**src/rtl/alu_pkg.sv**
```systemverilog
// Shared definitions for the ALU result path.
//   - Opcode encodings selecting one of the four logic units.
//   - Bit positions inside the packed {N,V,C} flag vectors produced by the units.
package alu_pkg;

    localparam logic [1:0] OP_AND = 2'b00;
    localparam logic [1:0] OP_OR  = 2'b01;
    localparam logic [1:0] OP_NOT = 2'b10;
    localparam logic [1:0] OP_XOR = 2'b11;

    localparam int NVC_N = 2;
    localparam int NVC_V = 1;
    localparam int NVC_C = 0;

endpackage

```
**src/rtl/alu_pair_buffer.sv**
```systemverilog
// Generic 2-entry FIFO with valid/ready handshakes on both sides.
//   clk, rst              : clock, synchronous active-high reset
//   in_valid/in_ready     : write side; push when both high
//   in_data               : entry to write
//   out_valid/out_ready   : read side; pop when both high
//   out_data              : head entry (always driven from storage)
// Entry 0 is always the head, so out_data is a plain register output.
// After the last entry is popped the head keeps its old contents.
module alu_pair_buffer #(
    parameter int W = 8
) (
    input  logic         clk,
    input  logic         rst,
    input  logic         in_valid,
    output logic         in_ready,
    input  logic [W-1:0] in_data,
    output logic         out_valid,
    input  logic         out_ready,
    output logic [W-1:0] out_data
);

    logic [1:0]   count;
    logic [W-1:0] mem0;
    logic [W-1:0] mem1;
    logic         push;
    logic         pop;

    // Ready depends only on registered occupancy and reset, never on out_ready.
    assign in_ready  = !rst && (count < 2'd2);
    assign out_valid = (count != 2'd0);
    assign out_data  = mem0;

    assign push = in_valid && in_ready;
    assign pop  = out_valid && out_ready;

    always_ff @(posedge clk) begin
        if (rst) begin
            count <= 2'd0;
            mem0  <= '0;
            mem1  <= '0;
        end else begin
            case ({push, pop})
                2'b11: begin
                    // Only reachable with count == 1: head is replaced in place.
                    mem0 <= in_data;
                end
                2'b10: begin
                    if (count == 2'd0) mem0 <= in_data;
                    else               mem1 <= in_data;
                    count <= count + 2'd1;
                end
                2'b01: begin
                    // Popping the last entry leaves the stale head in mem0.
                    if (count == 2'd2) mem0 <= mem1;
                    count <= count - 2'd1;
                end
                default: ;
            endcase
        end
    end

endmodule

```
**src/rtl/alu_result_stage.sv**
```systemverilog
// Registered result stage behind the four logic units.
//   clk, rst                         : clock, synchronous active-high reset
//   in_valid/in_ready, in_op         : operation handshake and unit select
//   *_res, *_nvc                     : unit results and {N,V,C} flags
//   out_valid/out_ready              : head handshake
//   out_res, out_N/Z/V/C             : head entry result and flags
//   op_cnt                           : accepted-operation counter (wraps)
//   zero_seen, clr_sticky            : sticky zero-result indicator and its clear
// Selects the chosen unit, derives Z, and queues {R,N,Z,V,C} in a 2-entry FIFO.
module alu_result_stage
    import alu_pkg::*;
#(
    parameter int bits     = 4,
    parameter int cnt_bits = 8
) (
    input  logic                clk,
    input  logic                rst,
    input  logic                in_valid,
    output logic                in_ready,
    input  logic [1:0]          in_op,
    input  logic [bits-1:0]     and_res,
    input  logic [bits-1:0]     or_res,
    input  logic [bits-1:0]     not_res,
    input  logic [bits-1:0]     xor_res,
    input  logic [2:0]          and_nvc,
    input  logic [2:0]          or_nvc,
    input  logic [2:0]          not_nvc,
    input  logic [2:0]          xor_nvc,
    output logic                out_valid,
    input  logic                out_ready,
    output logic [bits-1:0]     out_res,
    output logic                out_N,
    output logic                out_Z,
    output logic                out_V,
    output logic                out_C,
    output logic [cnt_bits-1:0] op_cnt,
    output logic                zero_seen,
    input  logic                clr_sticky
);

    localparam int W = bits + 4;

    logic [bits-1:0] sel_res;
    logic [2:0]      sel_nvc;
    logic            sel_z;
    logic [W-1:0]    push_data;
    logic [W-1:0]    head_data;
    logic            push;

    always_comb begin
        sel_res = and_res;
        sel_nvc = and_nvc;
        case (in_op)
            OP_AND: begin sel_res = and_res; sel_nvc = and_nvc; end
            OP_OR:  begin sel_res = or_res;  sel_nvc = or_nvc;  end
            OP_NOT: begin sel_res = not_res; sel_nvc = not_nvc; end
            OP_XOR: begin sel_res = xor_res; sel_nvc = xor_nvc; end
            default: ;
        endcase
    end

    assign sel_z     = (sel_res == '0);
    assign push_data = {sel_res, sel_nvc[NVC_N], sel_z, sel_nvc[NVC_V], sel_nvc[NVC_C]};
    assign push      = in_valid && in_ready;

    alu_pair_buffer #(.W(W)) u_buf (
        .clk       (clk),
        .rst       (rst),
        .in_valid  (in_valid),
        .in_ready  (in_ready),
        .in_data   (push_data),
        .out_valid (out_valid),
        .out_ready (out_ready),
        .out_data  (head_data)
    );

    assign out_res = head_data[W-1:4];
    assign out_N   = head_data[3];
    assign out_Z   = head_data[2];
    assign out_V   = head_data[1];
    assign out_C   = head_data[0];

    always_ff @(posedge clk) begin
        if (rst) begin
            op_cnt    <= '0;
            zero_seen <= 1'b0;
        end else begin
            if (push) op_cnt <= op_cnt + 1'b1;
            // A zero-result push in the same cycle as a clear keeps the flag set.
            if (push && sel_z)   zero_seen <= 1'b1;
            else if (clr_sticky) zero_seen <= 1'b0;
        end
    end

endmodule

```
**config.mk**
```make
export PLATFORM = sky130hd
export DESIGN_NAME = alu_result_stage
export DESIGN_NICKNAME = d
export VERILOG_FILES = /design/src/rtl/alu_pkg.sv /design/src/rtl/alu_pair_buffer.sv /design/src/rtl/alu_result_stage.sv
export SDC_FILE = /design/constraint.sdc
export NUM_CORES = 1
export LEC_CHECK = 0
export BUFFER_PORTS_ARGS = -buffer_cell sky130_fd_sc_hd__buf_2
export CAP_MARGIN = 20
export CORE_MARGIN = 5
export CORE_UTILIZATION = 23
export CTS_BUF_LIST = sky130_fd_sc_hd__clkbuf_8
export DETAILED_ROUTE_END_ITERATION = 12
export MAX_ROUTING_LAYER = met4
export PLACE_DENSITY_LB_ADDON = 0.15
export SYNTH_ARGS = -nofsm -noshare
export SYNTH_HDL_FRONTEND = slang
export SYNTH_SLANG_ARGS = --single-unit
```
**constraint.sdc**
```tcl
create_clock -name clk -period 2.1 [get_ports clk]
set_input_delay 0.105 -clock clk [delete_from_list [all_inputs] [get_ports clk]]
set_output_delay 0.105 -clock clk [all_outputs]
set_load 0.01 [all_outputs]
```
==> impl_metrics.yaml <==
grt:
  grt_pass1_wl_um: 6140
  grt_usage: 0.101
  antenna_found_initial: 0
  grt_use_met1: 0.141
  use_met2: 0.146
  grt_pass1_vias: 1325
  top_usage_layer: "met2"
  grt_max_degree: 29
  use_met3: 0.0188
  overflow: 0
run_status:
  outcome: "completed"
sta:
  min_period_over_period: 0.986
  clock_skew_ps: 5.98
  drv_slew: 0
  fin_ws_ps: 29.1
  finalSetupViolCount: 0
  rsz0062_at_grt: "true"
  fmax_mhz: 483
  worst_slew_pin_slew_ps: 546
  period_minus_slack_ps: 2070
  finalHoldViolCount: 0
  maxSlewHeadroom: 0.636
critical_path:
  r2r_cells: 8
  path_max_fanout: 7
  r2r-start: "u_buf.count[1]"
  cp.required_ps: 2300
  crit_arrival_ps: 2270
  r2r-end: "u_buf.out_data[2]"
  end_kind: "flop"
  startpoint_type: "flop"
  critPathLaunch: "u_buf.count[1]"
  crit_end: "u_buf.out_data[2]"
  r2r_setup_slack_ps: 30
  worstSetupPathType: "flop to flop"
logic_synthesis:
  syn-num-nets: 191
  netlist_area_mm2: 0.00141
  synth_most_common_cell: "dfxtp_1"
  synth_flop_cell: "dfxtp_1"
  synth.cells.most_frequent: "27 x dfxtp_1, 23 x nand2_1, 11 x nor2_1"
  synth.distinct_cells: 31
  ys_async_sr_fraction: 0
  ys_ff_latch: 27
  yosys.area.top_type: "dfxtp_1"
  netlist.area_leader.share: 0.384
  yosysWarnings: 0
  syn_area_per_cell_um2: 9.25
  syn_inst: 152
  synthTopCellsByArea: "dfxtp_1 38%, mux4_2 11%, nand2_1 6.1%, xor2_1 5.0%, a2111oi_0 4.4%"
  synth_edf_count: 0
  ys_seq_area_frac: 0.384
finish:
  diodes: 0
  layout.cells.non_filler: 293
  drive_above_1_share: 0.459
  area_growth_pct: 43.2
  nNetsFinal: 258
placement:
  place_congestion: 0.725
  portBuffers: 53
  post-dp-hpwl_um: 2750
  post-place-cells: 287
  place_ws_ps: -124
power:
  leakage_nw: 0.856
  power_density_mw_per_mm2: 913
  vdd_drop_max_uv: 294
clock_tree:
  clock_path_buffers: 2
  tritoncts: "built"
  cts_hold_buf: 0
  cts_root_buf: "clkbuf_8"
  clock_sinks: 27
  numCtsBuffers: 3
  cts.clk_slew.worst_paths_ps: 90
  htree_num_levels: 1
  clock_latency_ps: 270
detailed_routing:
  vias: 1262
  viasPerCell: 4.31
  drtIter0Drc: 62
  drtPass1Iterations: 4
  ant_nets: 0
  wirelength_um: 3610
  drc: 0
  wire_per_inst_um: 12.3
hold_path:
  hp-class: "input pin to flop"
flow_run:
  maxCapViolations: 0
floorplanning:
  core_mm2: 0.00592
  row_count: 28
  die_h_um: 88.2
  io_pins: 54
  die_w_um: 88.2
  initial_core_util: 0.238
  dieArea_mm2: 0.00778
[cells by family (layout without fill, tap and decap cells)]
group,after synthesis,count (layout),synth area share
DFF,27,27,0.384
xor gates and xnor gates,10,10,0.0623
muxes,8,8,0.120
and+or+nand+nor,56,56,0.202
adders and majority gates,4,4,0.0356
buffers and inverters,19,85,0.0560
AOI/OAI and AO/OA,28,28,0.140
[sequential cells by signal (all words and copies together), names as in the netlist]
name,cells
u_buf.count,2
zero_seen,1
u_buf.out_data,8
op_cnt,8
u_buf.mem1,8
[stage by stage]
stage	total power, mW	area (um2)	util	hold slack [ps]	setup TNS, ps
floorplan	1.11	1420	-	316	0
global placement	1.43	1860	0.314	429	-347
detailed placement	1.43	1860	0.314	434	-602
CTS	1.79	1940	0.328	140	0
global route	1.98	2010	0.340	163	-163
finish	1.84	2010	0.340	143	0
[metal layers]
metal / up-vias / share of wire
met5: - / 0
met2: 44 / 0.40
li1: 665 / -
met3: 2 / 0.061
met4: 0 / 0.011
met1: 551 / 0.53
[final cells by class]
cell class | instances | area (um2)
clock inverters | 1 | 3.75
repair buffers | 72 | 408
inverters | 9 | 35.0
flip-flops and latches | 27 | 542
multi-input cells | 106 | 891
well taps | 75 | 93.8
clock buffers | 3 | 41.3
fillers | 627 | 3910
[worst max-delay path: stages, from the launching register on]
cell	delay [ps]
dfxtp_2	350
or2_4	250
nand2_2	80
inv_2	40
ha_4	140
mux2_4	270
o22a_4	220
or4b_1	470
a31oi_1	170
[worst min-delay path by stage]
stage | start | to | slack (ps) | cells after the start
5_1_grt | clr_sticky | zero_seen | 160 | 3
3_3_place_gp | clr_sticky | zero_seen | 430 | 3
4_1_cts | clr_sticky | zero_seen | 140 | 3
3_5_place_dp | clr_sticky | zero_seen | 430 | 3
2_1_floorplan | clr_sticky | zero_seen | 320 | 2
6_report | clr_sticky | zero_seen | 140 | 3
[repair_timing]
| item | CTS | global route |
|---|---|---|
| endpoints found under the setup margin | 8 | 8 |
| setup buffers | 1 | 1 |
| resized for setup | 12 | 12 |
| pin swaps | 1 | 1 |
[cell usage in the layout, fill, tap and decap left out, types with 2 or more instances in the layout]
| master | instances |
|---|---|
| dfxtp_1 | 26 |
| a2111oi_2 | 5 |
| nor2_1 | 11 |
| xor2_1 | 8 |
| a21oi_1 | 9 |
| ha_4 | 2 |
| nand2_1 | 22 |
| mux4_2 | 7 |
| and3_1 | 2 |
| buf_2 | 53 |
| clkbuf_8 | 3 |
| ha_1 | 2 |
| nor2b_1 | 7 |
| inv_1 | 8 |
| xnor2_1 | 2 |
| a211oi_1 | 7 |
| buf_4 | 19 |
| nand4_1 | 4 |
[where the power goes]
part	switching, mW	total, mW	internal [mW]
clock network	0.159	0.290	0.131
logic	0.453	0.887	0.433
registers	0.0570	0.662	0.605
No activity file was read; power rests on OpenSTA's default activity.
